<file path="config.mk">
export PLATFORM = sky130hd
export DESIGN_NAME = alu_arbiter
export DESIGN_NICKNAME = d
export VERILOG_FILES = /design/src/rtl/alu_arbiter.sv
export SDC_FILE = /design/constraint.sdc
export NUM_CORES = 1
export LEC_CHECK = 0
export ABC_AREA = 1
export BUFFER_PORTS_ARGS = -buffer_cell sky130_fd_sc_hd__buf_2
export CORE_MARGIN = 2
export CORE_UTILIZATION = 51
export CTS_CLUSTER_DIAMETER = 50
export DETAILED_ROUTE_END_ITERATION = 8
export PLACE_DENSITY = 0.9
export SLEW_MARGIN = 20
export SYNTH_ARGS = -nofsm -noshare
export SYNTH_HDL_FRONTEND = slang
export SYNTH_SLANG_ARGS = --single-unit
</file>
<file path="constraint.sdc">
create_clock -name clock -period 3.5 [get_ports clock]
set_input_delay 0.875 -clock clock [delete_from_list [all_inputs] [get_ports clock]]
set_output_delay 0.875 -clock clock [all_outputs]
set_load 0.005 [all_outputs]
</file>
<file path="src/rtl/alu_arbiter.sv">
// Two-requester arbiter that serialises operations onto one shared ALU, one operation in flight.
// Latency SETTLE+1 cycles from acceptance to rsp_valid; both requesters stall until the response handshakes.
module alu_arbiter #(
  parameter int SETTLE = 1
) (
  input  logic        clock,
  input  logic        resetn,
  input  logic        req0_valid,
  input  logic [3:0]  req0_cmd,
  input  logic [7:0]  req0_a,
  input  logic [7:0]  req0_b,
  output logic        req0_ready,
  input  logic        req1_valid,
  input  logic [3:0]  req1_cmd,
  input  logic [7:0]  req1_a,
  input  logic [7:0]  req1_b,
  output logic        req1_ready,
  output logic [7:0]  alu_a,
  output logic [7:0]  alu_b,
  output logic [3:0]  alu_cmd,
  output logic        alu_oe,
  input  logic [15:0] alu_d,
  output logic        rsp_valid,
  output logic        rsp_id,
  output logic [15:0] rsp_data,
  input  logic        rsp_ready
);

  typedef enum logic [1:0] {IDLE, DRIVE, RESP} state_t;

  state_t      state_q, state_d;
  logic [1:0]  cnt_q, cnt_d;
  logic        last_grant_q, last_grant_d;
  logic        id_q, id_d;
  logic        oe_q, oe_d;
  logic        rsp_valid_q, rsp_valid_d;
  logic [3:0]  cmd_q, cmd_d;
  logic [7:0]  a_q, a_d;
  logic [7:0]  b_q, b_d;
  logic [15:0] data_q, data_d;
  logic        grant0, grant1;

  // Under contention the requester that was not served last wins.
  always_comb begin
    grant0 = 1'b0;
    grant1 = 1'b0;
    if (state_q == IDLE) begin
      grant0 = req0_valid & (~req1_valid | last_grant_q);
      grant1 = req1_valid & (~req0_valid | ~last_grant_q);
    end
  end

  // Gated with resetn so no grant is visible while reset is held.
  assign req0_ready = grant0 & resetn;
  assign req1_ready = grant1 & resetn;

  always_comb begin
    state_d      = state_q;
    cnt_d        = cnt_q;
    last_grant_d = last_grant_q;
    id_d         = id_q;
    oe_d         = oe_q;
    rsp_valid_d  = rsp_valid_q;
    cmd_d        = cmd_q;
    a_d          = a_q;
    b_d          = b_q;
    data_d       = data_q;
    case (state_q)
      IDLE: begin
        if (grant0 | grant1) begin
          id_d    = grant1;
          cmd_d   = grant1 ? req1_cmd : req0_cmd;
          a_d     = grant1 ? req1_a   : req0_a;
          b_d     = grant1 ? req1_b   : req0_b;
          cnt_d   = 2'd0;
          oe_d    = 1'b1;
          state_d = DRIVE;
        end
      end
      DRIVE: begin
        if (cnt_q == 2'(SETTLE - 1)) begin
          data_d      = alu_d;
          oe_d        = 1'b0;
          rsp_valid_d = 1'b1;
          cnt_d       = 2'd0;
          state_d     = RESP;
        end else begin
          cnt_d = cnt_q + 2'd1;
        end
      end
      RESP: begin
        if (rsp_ready) begin
          rsp_valid_d  = 1'b0;
          last_grant_d = id_q;
          state_d      = IDLE;
        end
      end
      default: begin
        oe_d        = 1'b0;
        rsp_valid_d = 1'b0;
        state_d     = IDLE;
      end
    endcase
  end

  always_ff @(posedge clock or negedge resetn) begin
    if (!resetn) begin
      state_q      <= IDLE;
      cnt_q        <= 2'd0;
      last_grant_q <= 1'b1;
      id_q         <= 1'b0;
      oe_q         <= 1'b0;
      rsp_valid_q  <= 1'b0;
      cmd_q        <= 4'd0;
      a_q          <= 8'd0;
      b_q          <= 8'd0;
      data_q       <= 16'd0;
    end else begin
      state_q      <= state_d;
      cnt_q        <= cnt_d;
      last_grant_q <= last_grant_d;
      id_q         <= id_d;
      oe_q         <= oe_d;
      rsp_valid_q  <= rsp_valid_d;
      cmd_q        <= cmd_d;
      a_q          <= a_d;
      b_q          <= b_d;
      data_q       <= data_d;
    end
  end

  assign alu_a     = a_q;
  assign alu_b     = b_q;
  assign alu_cmd   = cmd_q;
  assign alu_oe    = oe_q;
  assign rsp_valid = rsp_valid_q;
  assign rsp_id    = id_q;
  assign rsp_data  = data_q;

endmodule

</file>
==> results of run 1 <==
how the worst max path moves through the flow:
stage	to	startpoint	slack [ns]
floorplan	req1_ready	req0_valid	1.16
CTS	req1_ready	state_q[0]	0.67
finish	req1_ready	state_q[0]	0.69
global placement	req1_ready	req1_valid	0.74
global route	req1_ready	state_q[0]	0.53
detailed placement	req1_ready	req1_valid	0.72
critical path, delay by kind of cell (launching register included):
| kind | cells | cell delay, ns |
|---|---|---|
| buf+inv | 1 | 0.13 |
| simple gates | 3 | 1.06 |
| flops | 1 | 0.44 |
per-layer routing:
metal	share of wire, %	global-route usage (%)	wire length [µm]
met5	0	0	0
met4	0.95	6.918	49
met3	9.1	3.419	469
met2	48	36.97	2459
met1	42	27.49	2176
synthesized netlist by cell type:
cell type / instances / area (µm²)
nand2_1: 81 / 304.0
nand3_1: 57 / 285.3
inv_1: 50 / 187.7
dfrtp_1: 43 / 1076
nand4_1: 22 / 137.6
buf_2: 10 / 50.05
clkbuf_1: 5 / 18.77
buf_6: 4 / 45.04
nor2_1: 4 / 15.01
o21ai_0: 3 / 15.01
ha_1: 2 / 25.02
a21oi_1: 1 / 5.000
buf_4: 1 / 7.510
dfstp_2: 1 / 26.28
nand2_2: 1 / 6.260
nand3_2: 1 / 10.01
nand3_4: 1 / 17.52
nand3b_1: 1 / 7.510
nor2_2: 1 / 6.260
nor2_4: 1 / 11.26
o211ai_1: 1 / 7.510
o31ai_1: 1 / 7.510
area by class of cell:
| cell class | count | area [µm²] |
|---|---|---|
| flip-flops and latches | 44 | 1102 |
| repair buffers | 104 | 528.0 |
| inverters | 50 | 187.7 |
| multi-input cells | 178 | 860.8 |
| clock inverters | 2 | 10.01 |
| fillers | 403 | 1488 |
| clock buffers | 6 | 82.58 |
| well taps | 52 | 65.06 |
logic make-up after synthesis:
| family | after synthesis | synth area share, % |
|---|---|---|
| buffers and inverters | 70 | 13.60 |
| AND/OR/NAND/NOR | 170 | 35.24 |
| flip-flops | 44 | 48.51 |
| AO/OA/AOI/OAI | 6 | 1.542 |
| adder cells (fa/ha/maj) | 2 | 1.101 |
registers in the layout, summed over array words and instances, names as in the netlist:
signal / count
rsp_data: 16
alu_a: 8
alu_b: 8
alu_cmd: 4
cnt_q: 2
state_q: 2
alu_oe: 1
last_grant_q: 1
rsp_id: 1
rsp_valid: 1
metrics by stage:
| stage | instance area [µm²] | setup WS (ns) |
|---|---|---|
| 2_1_floorplan | 2272 | 1.164 |
| 3_3_place_gp | 2744 | 0.7436 |
| 3_5_place_dp | 2744 | 0.7209 |
| 4_1_cts | 2836 | 0.6687 |
| 5_1_grt | 2836 | 0.5346 |
| 6_report | 2836 | 0.6872 |
power by group:
group / switching, µW / leakage, µW / internal [µW]
Sequential: 148 / 0.000541 / 764
Combinational: 637 / 0.00114 / 414
Clock: 167 / 0.0000510 / 158
==> impl_metrics.json, run 1 <==
{
  "run_status": "complete, no violations",
  "dr.pass1.iters": 5,
  "grt_usage_pct": 21.35,
  "drv_cap": 0,
  "slowest_stage": "nor2_4",
  "ir_drop_mv": 0.3350,
  "cts_tree": "done",
  "die-width_um": 70.75,
  "fin_tns_setup_ns": 0,
  "seq_area_frac_synth_pct": 48.51,
  "start_kind": "flip-flop",
  "numClockSinks": 44,
  "path_max_fanout": 22,
  "critical_path_arrival_ns": 1.94,
  "fp.dieH_um": 70.75,
  "numCtsBuffers": 5,
  "routed_wl_um": 5154,
  "ctsResizeCount": 0,
  "grt_pass1_vias": 1986,
  "hold_path_end": "rsp_data[7]",
  "period_needed_ns": 2.813,
  "synth-seq-cells": 44,
  "cts_buffer_depth": 2,
  "critPathKind": "reg -> out",
  "timing.fmax_ghz": 0.3555,
  "crit_required_ns": 2.62,
  "antenna_found_initial": 0,
  "syn_nets": 355,
  "hp-class": "reg -> reg",
  "end_kind": "output port",
  "antenna_left": 0,
  "vias": 2205,
  "htree_levels": 2,
  "io-pin-count": 102,
  "hold_depth": 2,
  "slew_headroom_pct": 49.09,
  "ys_types": 22,
  "path_cells": "nor2_4, nand3_2, nor2_1, buf_2",
  "remaining_drc_errors": 0,
  "p_per_area_nw_per_um2": 806.8,
  "numPortBuffers": 101,
  "drt-vias-per-instance": 5.057,
  "syn_avg_cell_area_um2": 7.781,
  "netlist_area_um2": 2272,
  "rrSetupSlack_ns": 1.18,
  "layout_commonest_cell": "buf_2",
  "rsz0062_at_grt": "no",
  "min_from": "rsp_data[7]",
  "grt_pass1_wl_um": 8631,
  "clk_pin_slew_ns": 0.08,
  "hpwl_um": 3673,
  "die-area_um2": 5005,
  "cts-root-buf": "clkbuf_8",
  "cts_setup_buffers": 0,
  "nNetsFinal": 446,
  "cp_slowest_stage_delay_ns": 0.45,
  "fin_hold_ws_ns": 0.4681,
  "leakage_uw": 0.001733,
  "hold_violations": 0,
  "hold_buffers": 0,
  "num_antenna_cells": 0,
  "syn2layout_area_growth_pct": 24.83,
  "clk_latency_ns": 0.29,
  "final_cell_mix": "buf_2 (101), nand2_1 (81), nand3_1 (57), inv_1 (50), dfrtp_1 (43)",
  "drtIter0Drc": 134,
  "initial_core_util_pct": 52.55,
  "row_count": 24,
  "drv_slew": 0,
  "syn_inst": 292,
  "drive_gt1_share_pct": 30.73,
  "synth_warnings": 0,
  "dp.cells": 428,
  "wl_per_cell_um": 11.82,
  "r2r_cells": 5,
  "setup_viol": 0,
  "r2r-end": "alu_cmd[1]",
  "core_um2": 4324,
  "r2r-start": "state_q[0]",
  "gr-total-overflow": 0,
  "grt_max_degree": 45,
  "globalplace.congestion": 0.7604,
  "final_util_pct": 65.60,
  "finalCritPeriodShare_pct": 80.37,
  "fin_skew_ns": 0.005004,
  "tightestPinTransition_ns": 0.7629,
  "p_total_uw": 2289,
  "fin_cells": 436
}
Note: power is estimated with default switching activity, not from simulation.
==> run 2: changes to the inputs <==
--- a/config.mk
+++ b/config.mk
@@ -5,13 +5,13 @@
 export SDC_FILE = /design/constraint.sdc
 export NUM_CORES = 1
 export LEC_CHECK = 0
-export ABC_AREA = 1
+export ABC_AREA = 0
 export BUFFER_PORTS_ARGS = -buffer_cell sky130_fd_sc_hd__buf_2
 export CORE_MARGIN = 2
-export CORE_UTILIZATION = 51
+export CORE_UTILIZATION = 41
 export CTS_CLUSTER_DIAMETER = 50
 export DETAILED_ROUTE_END_ITERATION = 8
-export PLACE_DENSITY = 0.9
+export PLACE_DENSITY = 0.8
 export SLEW_MARGIN = 20
 export SYNTH_ARGS = -nofsm -noshare
 export SYNTH_HDL_FRONTEND = slang
==> constraint.sdc (replaced) <==
create_clock -name clock -period 2.46 [get_ports clock]
set_input_delay 0.615 -clock clock [delete_from_list [all_inputs] [get_ports clock]]
set_output_delay 0.615 -clock clock [all_outputs]
set_load 0.005 [all_outputs]
==> impl_metrics.json, run 2 <==
{
  "run_status": "complete, no violations",
  "hp-class": "in -> async",
  "nFillCells": 459,
  "cts_buffer_depth": 2,
  "ys_types": 25,
  "path_cells": "nor2_2, and3_1, and2_1, buf_2",
  "antenna_left": 0,
  "wl_met3_um": 359,
  "initial_core_util_pct": 43.27,
  "syn_nets": 255,
  "drv_cap": 0,
  "top_layer": "met4",
  "cts_tree": "done",
  "dr.pass1.iters": 4,
  "largest_reg_flops": 16,
  "yosys.area.top_type_share_pct": 51.96,
  "layout_commonest_cell": "buf_2",
  "end_kind": "output port",
  "hold_buffers": 0,
  "core_um2": 4786,
  "critical_path_arrival_ns": 1.56,
  "final_cell_mix": "buf_2 (101), dfrtp_1 (43), inv_1 (24), o21ai_1 (23)",
  "die-area_um2": 5635,
  "hpwl_um": 3643,
  "syn2layout_area_growth_pct": 32.81,
  "netlist_area_um2": 2071,
  "m1WireLength_um": 2099,
  "register_area_um2": 1102,
  "yosysMostFrequentCell": "dfrtp_1",
  "slew_headroom_pct": 50.09,
  "slowest_stage": "dfrtp_1",
  "synth_edf_count": 0,
  "ir_drop_mv": 0.4853,
  "antenna_found_initial": 0,
  "drv_slew": 0,
  "synth_warnings": 0,
  "finalCritPeriodShare_pct": 88.21,
  "synth_commonest_cells": "dfrtp_1 (43), inv_1 (24), o21ai_1 (24)",
  "drtIter0Drc": 68,
  "path_max_fanout": 8,
  "cts-root-buf": "clkbuf_8",
  "numCtsBuffers": 5,
  "start_kind": "flip-flop",
  "htree_levels": 2,
  "syn_inst": 192,
  "gr-total-overflow": 0,
  "timing.fmax_ghz": 0.4608,
  "fp.dieH_um": 75.07,
  "p_total_uw": 3324,
  "multi_input_area_um2": 815.8,
  "globalplace.congestion": 0.8210,
  "numPortBuffers": 101,
  "drt-vias-per-instance": 5.205,
  "row_count": 25,
  "wl_per_cell_um": 14.14,
  "wl_met2_um": 2555,
  "worst_path_dominant_cell_family": "simple AND/OR/NAND/NOR gates",
  "synth_ff_type": "dfrtp_1",
  "syn_avg_cell_area_um2": 10.79,
  "setup_viol": 0,
  "async_flop_share_pct": 100.0,
  "grt_pass1_vias": 1850,
  "critPathKind": "reg -> out",
  "remaining_drc_errors": 0,
  "hold_violations": 0,
  "num_antenna_cells": 0,
  "nNetsFinal": 356,
  "p_per_area_nw_per_um2": 1209,
  "ctsResizeCount": 0,
  "seq_area_frac_synth_pct": 53.23,
  "period_needed_ns": 2.170,
  "crit_required_ns": 1.85,
  "drive_gt1_share_pct": 44.56,
  "leakage_uw": 0.001389,
  "numClockSinks": 44,
  "rsz0062_at_grt": "no",
  "clk_pin_slew_ns": 0.09,
  "clk_latency_ns": 0.30,
  "fin_tns_setup_ns": 0,
  "grt_pass1_wl_um": 8266,
  "grt_max_degree": 44,
  "routed_wl_um": 5105,
  "vias": 1879,
  "cp_slowest_stage_delay_ns": 0.46,
  "crit_buf_inv": 1,
  "tightestPinTransition_ns": 0.7486,
  "yosysTopAreaCell": "dfrtp_1",
  "synth_area_leaders": "dfrtp_1 (52%), o311ai_1 (8.5%), mux2_4 (6.5%)",
  "synth-seq-cells": 44,
  "fin_skew_ns": 0.008886,
  "cts_setup_buffers": 0,
  "io-pin-count": 102,
  "grt_usage_pct": 19.47,
  "die-width_um": 75.07
}
[run 2: layout make-up]
type,instances,share of cell area [%]
clock inverters,3,0.8644
flip-flops and latches,44,40.08
repair buffers,109,20.56
clock buffers,5,2.502
multi-input cells,109,29.66
inverters,24,3.276
well taps,67,3.048
[run 2: final timing paths]
kind | startpoint | end | slack [ns] | depth (start not counted)
hold / removal | resetn | last_grant_q | 0.30 | 1
hold reg to reg | alu_oe | alu_oe | 0.48 | 2
setup / recovery | state_q[0] | req1_ready | 0.29 | 4
max in group asynchronous | resetn | alu_a[0] | 1.63 | 2
setup reg to reg | state_q[0] | cnt_q[1] | 0.77 | 3
min in group clock | alu_oe | alu_oe | 0.48 | 2
[run 2: per-stage QoR]
stage | hold WS [ns] | instances | setup slack (ns) | instance area, µm² | util, %
after global routing | 0.2880 | 361 | 0.1776 | 2750 | 57.46
final | 0.2977 | 361 | 0.2899 | 2750 | 57.46
after detailed placement | 0.4609 | 353 | 0.5584 | 2658 | 55.53
after CTS | 0.2956 | 361 | 0.2853 | 2750 | 57.46
after floorplan | 0.3194 | 192 | 0.6257 | 2071 | -
after global placement | 0.4654 | 353 | 0.5769 | 2658 | 55.53
[run 2: cells by family (layout without fill, tap and decap cells)]
kind of cell | count (synthesis) | count (layout) | synth area share, %
DFF | 44 | 44 | 53.23
AOI/OAI and AO/OA | 50 | 50 | 16.07
buffers and inverters | 39 | 141 | 7.553
muxes | 17 | 17 | 10.88
adders and majority gates | 2 | 2 | 1.208
and+or+nand+nor | 40 | 40 | 11.06
[run 2: per-layer routing]
metal | global-route usage, % | vias up
met1 | 21.87 | 892
met5 | 0 | -
met2 | 34.02 | 80
met3 | 6.292 | 10
li1 | - | 897
met4 | 7.937 | 0
[run 2: report_power, final]
part,leakage (µW),internal (µW),switching (µW)
Sequential,0.000521,1100,199
Clock,0.0000404,201,259
Combinational,0.000828,781,782
Total,0.00139,2080,1240
==> run 3: changes to the inputs <==
--- a/config.mk
+++ b/config.mk
@@ -5,13 +5,13 @@
 export SDC_FILE = /design/constraint.sdc
 export NUM_CORES = 1
 export LEC_CHECK = 0
-export ABC_AREA = 0
+export ABC_AREA = 1
 export BUFFER_PORTS_ARGS = -buffer_cell sky130_fd_sc_hd__buf_2
 export CORE_MARGIN = 2
-export CORE_UTILIZATION = 41
+export CORE_UTILIZATION = 42
 export CTS_CLUSTER_DIAMETER = 50
 export DETAILED_ROUTE_END_ITERATION = 8
-export PLACE_DENSITY = 0.8
+export PLACE_DENSITY = 0.79
 export SLEW_MARGIN = 20
 export SYNTH_ARGS = -nofsm -noshare
 export SYNTH_HDL_FRONTEND = slang
==> impl_metrics.json, run 3 (same netlist as run 1, synthesis figures left out) <==
{
  "run_status": "complete, no violations",
  "nNetsFinal": 452,
  "start_kind": "flip-flop",
  "remaining_drc_errors": 0,
  "rsz0062_at_grt": "no",
  "hold_buffers": 0,
  "htree_levels": 2,
  "die-width_um": 77.55,
  "dp.cells": 452,
  "leakage_uw": 0.001752,
  "ctsResizeCount": 0,
  "syn2layout_area_growth_pct": 27.31,
  "tightestPinTransition_ns": 0.6531,
  "hp-class": "in -> async",
  "numPortBuffers": 101,
  "drv_cap": 0,
  "numClockSinks": 44,
  "grt_usage_pct": 19.82,
  "grt_max_degree": 45,
  "clk_pin_slew_ns": 0.08,
  "fin_skew_ns": 0.01495,
  "antenna_left": 0,
  "drv_slew": 0,
  "period_needed_ns": 1.976,
  "numCtsBuffers": 5,
  "grt_pass1_wl_um": 9535,
  "die-area_um2": 6014,
  "end_kind": "output port",
  "cts_tree": "done",
  "vias": 2225,
  "timing.fmax_ghz": 0.5061,
  "num_antenna_cells": 0,
  "critical_path_arrival_ns": 1.36,
  "dr.pass1.iters": 4,
  "slew_headroom_pct": 56.35,
  "fp.dieH_um": 77.55,
  "crit_required_ns": 1.85,
  "critPathKind": "reg -> out",
  "rrSetupSlack_ns": 0.80,
  "hold_violations": 0,
  "drtIter0Drc": 97,
  "grt_pass1_vias": 2152,
  "largest_reg_flops": 16,
  "layout_commonest_cell": "buf_2",
  "initial_core_util_pct": 43.93,
  "row_count": 26,
  "fin_cells": 460,
  "clk_latency_ns": 0.29,
  "drive_gt1_share_pct": 31.28,
  "ir_drop_mv": 0.4748,
  "core_um2": 5172,
  "final_cell_mix": "buf_2 (101), nand2_1 (81), nand3_1 (57), inv_1 (50), dfrtp_1 (43)",
  "io-pin-count": 102,
  "gr-total-overflow": 0,
  "cts_buffer_depth": 2,
  "wl_per_cell_um": 11.85,
  "p_per_area_nw_per_um2": 1137,
  "fin_tns_setup_ns": 0,
  "routed_wl_um": 5450,
  "antenna_found_initial": 0,
  "setup_viol": 0,
  "finalCritPeriodShare_pct": 80.32,
  "cts-root-buf": "clkbuf_8",
  "cts_setup_buffers": 0,
  "drt-vias-per-instance": 4.837,
  "path_max_fanout": 7,
  "hpwl_um": 3907,
  "globalplace.congestion": 0.7077
}
run 3: worst paths after layout:
path / end / start / cells after the start
min reg2reg: rsp_data[4] / rsp_data[4] / 2
max: req1_ready / state_q[0] / 4
max reg2reg: alu_b[2] / state_q[0] / 5
min in group clock: rsp_data[4] / rsp_data[4] / 2
min: alu_a[1] / resetn / 2
max in group asynchronous: cnt_q[1] / resetn / 2
run 3: metrics by stage:
stage | hold slack (ns) | utilization [%] | worst slack [ns] | power (µW) | instance area [µm²]
6_report | 0.4066 | 55.93 | 0.4841 | 3288 | 2893
5_1_grt | 0.4555 | 55.93 | 0.3658 | 3615 | 2893
4_1_cts | 0.4188 | 55.93 | 0.4641 | 3330 | 2893
3_5_place_dp | 0.4564 | 54.35 | 0.6274 | 2890 | 2811
3_3_place_gp | 0.4502 | 54.35 | 0.6642 | 2832 | 2811
2_1_floorplan | 0.3194 | - | 0.6442 | 2309 | 2272
run 3: routing by layer:
metal  up-vias  track usage (%)  share of wire [%]
li1       1124                -                  -
met1      1011            25.28                 45
met2        84            33.39                 47
met3         6            5.465                7.4
met4         0            5.000                1.0
met5         -                0                  0
run 3: worst max-delay path: stages (launching register included):
cell     delay, ns
dfrtp_1       0.45
nor2_4        0.23
nand3_2       0.14
nor2_1        0.12
buf_2         0.12
run 3: where the power goes:
group	total (µW)	switching, µW	internal [µW]
clock	428	229	199
combinational	1570	932	634
sequential	1290	205	1090
run 3: cell type report:
| type | instances | area, µm² |
|---|---|---|
| Sequential cell | 44 | 1102 |
| Fill cell | 500 | 2280 |
| Inverter | 50 | 187.7 |
| Timing Repair Buffer | 110 | 573.1 |
| Clock inverter | 1 | 5.005 |
| Clock buffer | 7 | 76.32 |
| Tap cell | 70 | 87.58 |
| Multi-Input combinational cell | 178 | 860.8 |
